## config.mk

```make
export PLATFORM = sky130hd
export DESIGN_NAME = clk_timer_stats
export DESIGN_NICKNAME = d
export VERILOG_FILES = /design/src/rtl/clk_timer_stats.sv
export SDC_FILE = /design/constraint.sdc
export NUM_CORES = 1
export LEC_CHECK = 0
export ABC_AREA = 1
export CAP_MARGIN = 20
export CORE_UTILIZATION = 44
export DETAILED_ROUTE_END_ITERATION = 8
export DONT_BUFFER_PORTS = 1
export SETUP_SLACK_MARGIN = 0.15
export SKIP_LAST_GASP = 1
export SLEW_MARGIN = 0
export SYNTH_ARGS = -nofsm -noshare
export SYNTH_HDL_FRONTEND = slang
export SYNTH_SLANG_ARGS = --single-unit
```

## constraint.sdc

```tcl
create_clock -name clk -period 1.7 [get_ports clk]
set_input_delay 0.17 -clock clk [delete_from_list [all_inputs] [get_ports clk]]
set_output_delay 0.17 -clock clk [all_outputs]
set_load 0.01 [all_outputs]
```

## src/rtl/clk_timer_stats.sv

```systemverilog
// Windowed min/max/sum/saturation statistics over CLK_Timer interval samples,
// handed to readout logic through a single-entry valid/ready result register.
module clk_timer_stats #(
  parameter int DATA_W = 8,
  parameter int CNT_W  = 16,
  parameter int WINDOW = 16
) (
  input  logic                    clk,
  input  logic                    reset,
  input  logic                    in_valid,
  input  logic [DATA_W-1:0]       in_data,
  input  logic                    clear,
  output logic                    res_valid,
  input  logic                    res_ready,
  output logic [DATA_W-1:0]       res_min,
  output logic [DATA_W-1:0]       res_max,
  output logic [DATA_W+CNT_W-1:0] res_sum,
  output logic [CNT_W-1:0]        res_count,
  output logic [CNT_W-1:0]        res_nsat,
  output logic                    overflow
);

  localparam int SUM_W = DATA_W + CNT_W;
  localparam logic [DATA_W-1:0] SAT  = '1;
  localparam logic [CNT_W-1:0]  LAST = CNT_W'(WINDOW - 1);

  typedef enum logic {EMPTY, FULL} state_t;

  state_t            state;
  logic [DATA_W-1:0] acc_min, acc_max;
  logic [SUM_W-1:0]  acc_sum;
  logic [CNT_W-1:0]  acc_cnt, acc_nsat;

  logic              accept, complete, load;
  logic [DATA_W-1:0] nxt_min, nxt_max;
  logic [SUM_W-1:0]  nxt_sum;
  logic [CNT_W-1:0]  nxt_cnt, nxt_nsat;

  // Accumulator values including the current sample; these are also the
  // result of a window that completes this cycle.
  always_comb begin
    accept   = in_valid && !clear;
    complete = accept && (acc_cnt == LAST);
    load     = complete && ((state == EMPTY) || res_ready);
    nxt_min  = (in_data < acc_min) ? in_data : acc_min;
    nxt_max  = (in_data > acc_max) ? in_data : acc_max;
    nxt_sum  = acc_sum + SUM_W'(in_data);
    nxt_cnt  = acc_cnt + CNT_W'(1);
    nxt_nsat = acc_nsat + ((in_data == SAT) ? CNT_W'(1) : CNT_W'(0));
  end

  always_ff @(posedge clk) begin
    if (reset || clear || complete) begin
      acc_min  <= SAT;
      acc_max  <= '0;
      acc_sum  <= '0;
      acc_cnt  <= '0;
      acc_nsat <= '0;
    end else if (accept) begin
      acc_min  <= nxt_min;
      acc_max  <= nxt_max;
      acc_sum  <= nxt_sum;
      acc_cnt  <= nxt_cnt;
      acc_nsat <= nxt_nsat;
    end
  end

  // A window finishing while the previous result is still unconsumed is
  // dropped rather than overwriting results the reader may be mid-way through.
  always_ff @(posedge clk) begin
    if (reset) begin
      state     <= EMPTY;
      res_valid <= 1'b0;
      res_min   <= '0;
      res_max   <= '0;
      res_sum   <= '0;
      res_count <= '0;
      res_nsat  <= '0;
      overflow  <= 1'b0;
    end else begin
      if (load) begin
        res_min   <= nxt_min;
        res_max   <= nxt_max;
        res_sum   <= nxt_sum;
        res_count <= nxt_cnt;
        res_nsat  <= nxt_nsat;
      end
      if (clear) begin
        overflow <= 1'b0;
      end else if ((state == FULL) && complete && !res_ready) begin
        overflow <= 1'b1;
      end
      case (state)
        EMPTY: begin
          if (complete) begin
            state     <= FULL;
            res_valid <= 1'b1;
          end
        end
        FULL: begin
          if (res_ready && !complete) begin
            state     <= EMPTY;
            res_valid <= 1'b0;
          end
        end
        default: begin
          state     <= EMPTY;
          res_valid <= 1'b0;
        end
      endcase
    end
  end

endmodule

```

==> load_flow_metrics.sql, run 1 <==
INSERT INTO impl_metrics (metric_group, metric, value, unit) VALUES
('outcome', 'outcome', 'finished, violations left', ''),
('outcome', 'violations', 'hold timing, setup timing', ''),
('floorplan', 'design.portCount', '87', ''),
('setup_path', 'crit_path_frequent_cell', 'nand2_4', ''),
('logic_synthesis', 'nets_in_the_synthesized_netlist', '1202', ''),
('power', 'clock_network_fraction_of_total_power', '0.471', ''),
('logic_synthesis', 'cell_types_occupying_the_most_area_after_synthesis', 'dfxtp_1 38%, nand2_1 13%, inv_1 9.1%', ''),
('floorplan', 'width_of_the_chip', '135', 'µm'),
('timing', 'timing.final.crit_period', '1.83', 'ns'),
('route', 'viasPerCell', '5.36', ''),
('cells_and_area', 'n_antenna_cell', '0', ''),
('timing', 'grt_setup_unrepaired', 'true', ''),
('run', 'max_capacitance_violation_count', '0', ''),
('timing', 'final_setup_violating_endpoints', '60', ''),
('global_route', 'grt_first_pass_wirelength', '36900', 'µm'),
('floorplan', 'die_area', '0.0181', 'mm²'),
('timing', 'worst-slew-pin-transition', '0.741', 'ns'),
('setup_path', 'crit_path_cell_trace', 'inv_2, ha_4, nand2_4, nor2_4, nand4_1, buf_6, nand2_8, nand2_4, nand3_2, nand2_1, inv_1', ''),
('floorplan', 'placement_rows', '48', ''),
('cts', 'ctsLongestPathBuffers', '2', ''),
('power', 'power.switching_fraction', '0.260', ''),
('cts', 'cts_max_level', '4', ''),
('floorplan', 'initial_core_utilization', '0.450', ''),
('power', 'pwr-share-seq', '0.410', ''),
('global_route', 'first_global_vias', '7142', ''),
('global_route', 'grt_max_degree', '84', ''),
('setup_path', 'critPathLaunchType', 'flop', ''),
('logic_synthesis', 'synth_top_area_frac', '0.380', ''),
('setup_path', 'cp_data_arrival_time', '2.20', 'ns'),
('cts', 'clock_sink_count', '147', ''),
('power', 'total_leakage_power', '5.15', 'nW'),
('timing', 'max_freq', '546', 'MHz'),
('cells_and_area', 'area_delta_synth_final', '48.9', '%'),
('timing', 'post-route-period-util', '1.08', ''),
('route', 'wire_per_inst', '17.6', 'µm'),
('timing', 'finalHoldWorstSlack', '-0.00460', 'ns'),
('setup_path', 'path_class', 'reg -> reg', ''),
('logic_synthesis', 'synth_enable_flop_cells', '0', ''),
('setup_path', 'max_stage_delay', '0.33', 'ns'),
('setup_path', 'reg2reg_setup_slack', '-0.13', 'ns'),
('power', 'switchingPower', '2.24', 'mW'),
('logic_synthesis', 'synth.distinct_cells', '36', ''),
('logic_synthesis', 'ys.flop_type', 'dfxtp_1', ''),
('timing', 'postLayoutSetupSlackWorst', '-0.132', 'ns'),
('route', 'routed-via-count', '8011', ''),
('placement', 'numPortBuffers', '0', ''),
('setup_path', 'crit-reg2reg-launch', 'acc_max[6]', ''),
('timing', 'finalClockSkew', '0.00813', 'ns'),
('cts', 'clockRootBuffer', 'clkbuf_16', ''),
('timing', 'drv_slew', '0', ''),
('route', 'drt-initial-drc-count', '541', ''),
('setup_path', 'worstPathRequired', '2.07', 'ns'),
('logic_synthesis', 'seq_area_frac_synth', '0.380', ''),
('power', 'power_frac_comb', '0.118', ''),
('logic_synthesis', 'syn-cell-area', '0.00775', 'mm²'),
('global_route', 'grt_use_total', '0.261', ''),
('setup_path', 'critical_path_peak_fanout', '8', ''),
('timing', 'report.final.hold_viol_count', '1', ''),
('cells_and_area', 'final_layout_size_suffix_gt1_frac', '0.364', ''),
('min_path', 'worst_min_delay_path_class', 'in -> reg', ''),
('timing', 'setup_total_negative_slack', '-2.99', 'ns'),
('logic_synthesis', 'synth_async_sr_flop_share', '0', ''),
('placement', 'dp.cells', '1402', ''),
('route', 'firstDrtPassIters', '5', ''),
('floorplan', 'design.core.area', '0.0172', 'mm²'),
('floorplan', 'die_height', '135', 'µm'),
('route', 'route.antenna.remaining_nets', '0', ''),
('cells_and_area', 'mostFrequentLayoutCell', 'nand2_1', ''),
('logic_synthesis', 'yosys_top_cell_by_area', 'dfxtp_1', ''),
('route', 'drt_wl_total', '26200', 'µm'),
('logic_synthesis', 'synth-seq-cells', '147', '');
## cell usage after synthesis (3+ instances only)
cell,count
and2_1,4
a21oi_1,78
dfxtp_1,147
inv_1,187
nor2_1,138
buf_2,16
xnor2_1,8
a21oi_2,16
nand4_1,10
buf_6,3
o21ai_0,45
clkbuf_1,17
nor3_1,11
o21a_1,3
ha_1,26
nand2_2,4
buf_1,7
nand2_1,261
nand3b_1,3
xor2_1,23
o21ai_1,7
nand3_1,129
## logic make-up after synthesis
family          synth area share
fa+ha+maj                 0.0446
buf+inv                    0.118
xor+xnor                  0.0350
compound gates             0.112
simple gates               0.311
flops                      0.380
## power groups by stage
| stage | clock network [mW] | logic, mW | registers (mW) |
|---|---|---|---|
| floorplan | 0 | 0.397 | 3.60 |
| global placement | 0 | 0.555 | 3.61 |
| detailed placement | 0 | 0.557 | 3.61 |
| CTS | 4.11 | 0.783 | 3.54 |
| global route | 4.25 | 1.08 | 3.54 |
| finish | 4.07 | 1.02 | 3.54 |
## routing by layer
layer  track usage  up-vias  wire (µm)
li1              -     3863          -
met1         0.351     3786      11000
met2         0.412      294      12400
met3        0.0668       68       2090
met4        0.0762        0        805
met5             0        -          0
## worst max path at each step
stage | endpoint | cells after the start | startpoint | slack (ns)
after floorplan | acc_sum[22] | 12 | acc_sum[0] | 0.04
after global placement | acc_nsat[12] | 10 | in_data[3] | -0.13
after detailed placement | acc_nsat[12] | 10 | in_data[3] | -0.13
after CTS | acc_sum[22] | 12 | acc_sum[0] | -0.002
after global routing | acc_max[2] | 13 | acc_max[1] | -0.25
final | acc_max[2] | 11 | acc_max[6] | -0.13
## worst max-delay path, delay by kind of cell, from the launching register on
| kind | cells | cell delay, ns |
|---|---|---|
| simple gates | 7 | 0.78 |
| buf+inv | 3 | 0.37 |
| flops | 1 | 0.33 |
| fa+ha+maj | 1 | 0.28 |
## metrics by stage
| stage | power, mW | util | setup WS [ns] | instance area, µm² |
|---|---|---|---|---|
| 5_1_grt | 8.87 | 0.669 | -0.245 | 11500 |
| 4_1_cts | 8.42 | 0.603 | -0.00160 | 10400 |
| 2_1_floorplan | 3.99 | - | 0.0427 | 7820 |
| 6_report | 8.63 | 0.669 | -0.132 | 11500 |
| 3_5_place_dp | 4.16 | 0.486 | -0.126 | 8370 |
| 3_3_place_gp | 4.16 | 0.486 | -0.132 | 8370 |
## sequential cells by signal, summed over array words and instances, names as in the netlist
register   cells
res_max        8
res_sum       24
acc_cnt       16
res_nsat      16
acc_max        8
state          1
res_valid      1
acc_sum       24
res_min        8
overflow       1
acc_nsat      16
res_count     16
acc_min        8
## area by class of cell
type / instances / area [µm²]
multi-input cells: 783 / 5460
inverters: 189 / 732
fillers: 1281 / 5700
clock buffers: 18 / 429
well taps: 225 / 282
repair buffers: 118 / 1450
flip-flops and latches: 147 / 2980
clock inverters: 14 / 201
## timing repair
item | 4_1_cts | 5_1_grt
buffers inserted | 20 | 20
gates resized for setup | 223 | 236
endpoints found under the setup margin | 140 | 146
pin swaps | 82 | 105
hold buffers | 11 | 0
gates cloned | 8 | 3
endpoints found under the hold margin | 41 | 0
Power figures use the tool's default switching activity.
==> run 2: changes to the inputs <==
CORE_UTILIZATION = 55   (was 44)
PLACE_DENSITY = 0.73   (was unset)
==> run 2 against run 1 <==
First-iteration DRC count grew to 2.7 times the previous value. Final area shrank 1.3%. Largest cell class unchanged. Via count grew 16%. Power grew 0.39%. Routed wire length grew 31%. Critical path type unchanged. Critical endpoint is now acc_max[5]. The run ends with DRC, setup timing left. Non-clock buffer count shrank 2. Global-route usage grew 6.6 points.
==> load_flow_metrics.sql, run 2 (synthesis results as in run 1) <==
INSERT INTO impl_metrics (metric_group, metric, value, unit) VALUES
('outcome', 'outcome', 'finished, violations left', ''),
('floorplan', 'width_of_the_chip', '121', 'µm'),
('setup_path', 'crit_path_cell_trace', 'inv_2, ha_4, nand2_2, nor2_4, nand4_1, buf_6, nand2_8, nand2_4, nand3_1, nand2_1, inv_1', ''),
('cells_and_area', 'fillerInstances', '708', ''),
('timing', 'grt_setup_unrepaired', 'true', ''),
('floorplan', 'initial_core_utilization', '0.560', ''),
('cts', 'clock_insertion_delay_worst_skew', '0.44', 'ns'),
('floorplan', 'design.portCount', '87', ''),
('outcome', 'violations', 'DRC, setup timing', ''),
('route', 'wire_per_inst', '23.7', 'µm'),
('power', 'power.density_cell_area', '761', 'mW/mm²'),
('timing', 'max_freq', '478', 'MHz'),
('floorplan', 'placement_rows', '43', ''),
('route', 'drt_drc_violations_left', '1', ''),
('cts', 'ctsLongestPathBuffers', '2', ''),
('global_route', 'globalRouteOverflowTotal', '0', ''),
('cells_and_area', 'num-nets-final', '1295', ''),
('power', 'power', '8.67', 'mW'),
('route', 'firstDrtPassIters', '9', ''),
('timing', 'relSlewSlack', '0.474', ''),
('global_route', 'first_global_vias', '7590', ''),
('floorplan', 'die_area', '0.0146', 'mm²'),
('cts', 'number_of_buffers_inserted_during_clock_tree_synthesis', '17', ''),
('global_route', 'grt_use_total', '0.327', ''),
('setup_path', 'max_stage_delay', '0.38', 'ns'),
('floorplan', 'die_height', '121', 'µm'),
('global_route', 'grt_first_pass_wirelength', '37500', 'µm'),
('min_path', 'worst_min_delay_path_class', 'in -> reg', ''),
('setup_path', 'path_class', 'reg -> reg', ''),
('cells_and_area', 'most-common-layout-cells', '185 x nand2_1, 166 x inv_1, 122 x dfxtp_1', ''),
('timing', 'report.final.hold_viol_count', '0', ''),
('route', 'drt_wl_total', '34400', 'µm'),
('placement', 'numPortBuffers', '0', ''),
('setup_path', 'cp_data_arrival_time', '2.47', 'ns'),
('setup_path', 'worstPathRequired', '2.07', 'ns'),
('route', 'routed-via-count', '9298', ''),
('timing', 'postLayoutSetupSlackWorst', '-0.393', 'ns'),
('timing', 'final_setup_violating_endpoints', '132', ''),
('timing', 'timing.final.crit_period', '2.09', 'ns'),
('run', 'max_capacitance_violation_count', '0', ''),
('setup_path', 'critPathLaunchType', 'flop', ''),
('placement', 'global_placer_s_final_weighted_congestion', '0.910', ''),
('timing', 'finalHoldWorstSlack', '0.0153', 'ns'),
('power', 'total_leakage_power', '5.09', 'nW'),
('cells_and_area', 'layout.core_utilization', '0.823', ''),
('timing', 'post-route-period-util', '1.23', ''),
('cells_and_area', 'largest_registers', 'acc_sum (24), res_sum (24)', ''),
('cells_and_area', 'area_delta_synth_final', '46.9', '%'),
('cells_and_area', 'mostFrequentLayoutCell', 'nand2_1', ''),
('global_route', 'grt_max_degree', '84', ''),
('placement', 'dp_hpwl', '13400', 'µm'),
('cts', 'cts_max_level', '4', ''),
('cts', 'clock_transition_time_at_the_flip_flop_clock_pins_of_the_worst_setup_and_hold_paths', '0.06', 'ns'),
('cts', 'clock_sink_count', '147', ''),
('cts', 'clockRootBuffer', 'clkbuf_16', ''),
('timing', 'worst-slew-pin-transition', '0.789', 'ns'),
('setup_path', 'timing.critical_path.slowest_stage_cell', 'dfxtp_2', ''),
('route', 'drt-initial-drc-count', '1476', ''),
('setup_path', 'nature_of_the_critical_path_endpoint', 'flop', ''),
('power', 'power.ir.vdd_worst', '0.705', 'mV'),
('floorplan', 'design.core.area', '0.0138', 'mm²'),
('timing', 'drv_slew', '0', ''),
('cells_and_area', 'final_layout_size_suffix_gt1_frac', '0.363', ''),
('cts', 'clock_tree_from_tritoncts', 'built', ''),
('setup_path', 'timing.critical_path.max_delay_family', 'simple AND/OR/NAND/NOR gates', ''),
('timing', 'finalClockSkew', '0.0106', 'ns'),
('global_route', 'antenna_violations_before_repair', '0', ''),
('setup_path', 'path_buf_inv', '3', ''),
('cells_and_area', 'n_antenna_cell', '0', ''),
('route', 'viasPerCell', '6.42', ''),
('setup_path', 'critical_path_peak_fanout', '8', ''),
('route', 'route.antenna.remaining_nets', '0', '');
==> run 2: cell count changes in the layout (fill, tap and decap cells not counted), moves of 5 or more <==
cell,delta
clkbuf_16,+5
nor2_1,-8
nand3_4,-8
o21ai_0,+12
o21ai_2,-6
nor2_2,+5
o21ai_1,-6
nand3_1,+10
==> run 2: through the flow <==
step | setup TNS (ns) | area (µm²) | std cells | setup WS [ns]
final | -17.03 | 11400 | 1448 | -0.393
after global routing | -22.09 | 11400 | 1448 | -0.414
after CTS | 0 | 9980 | 1420 | 0.0101
after detailed placement | -0.861 | 8300 | 1353 | -0.108
after global placement | -0.781 | 8300 | 1353 | -0.160
after floorplan | 0 | 7820 | 1162 | 0.0427
==> run 2: layout make-up <==
class | instances | area [µm²] | share of cell area
Clock buffer | 21 | 480 | 0.0422
Clock inverter | 11 | 148 | 0.0130
Inverter | 189 | 732 | 0.0643
Multi-Input combinational cell | 783 | 5400 | 0.474
Sequential cell | 147 | 2970 | 0.261
Tap cell | 180 | 225 | 0.0198
Timing Repair Buffer | 116 | 1410 | 0.124
Timing Repair inverter | 1 | 11.3 | 0.000989
==> run 2: per-layer routing <==
metal / vias to the layer above / GRT usage / routed length [µm]
li1: 3850 / - / -
met1: 4201 / 0.418 / 11800
met2: 919 / 0.528 / 14700
met3: 328 / 0.0665 / 4960
met4: 0 / 0.152 / 2890
met5: - / 0 / 0
==> run 2: worst register-to-register path, stage by stage, from the launching register on <==
cell and delay, ns:
dfxtp_2 0.38, inv_2 0.08, ha_4 0.28, nand2_2 0.15, nor2_4 0.17, nand4_1 0.20
buf_6 0.24, nand2_8 0.17, nand2_4 0.10, nand3_1 0.10, nand2_1 0.10, inv_1 0.08
==> run 2: path summary, 6_finish.rpt <==
check | from | slack [ns] | endpoint | cells after the start
min | in_data[2] | 0.02 | acc_min[2] | 4
max | acc_max[5] | -0.39 | acc_max[5] | 11
max reg2reg | acc_max[5] | -0.39 | acc_max[5] | 11
min reg2reg | res_count[5] | 0.49 | res_count[5] | 2
==> run 2: power by group <==
part	internal, mW	switching, mW	leakage, nW
clock	2.47	1.57	0.310
combinational	0.404	0.667	3.58
sequential	3.49	0.0577	1.19
total	6.37	2.30	5.09
==> run 2: repair_timing <==
item / 4_1_cts / 5_1_grt
pin swaps: 42 / 89
buffers inserted: 16 / 15
hold endpoints to repair: 42 / 0
setup endpoints to repair: 127 / 136
hold buffers: 12 / 0
gates resized for setup: 176 / 263
cloned: 7 / 13
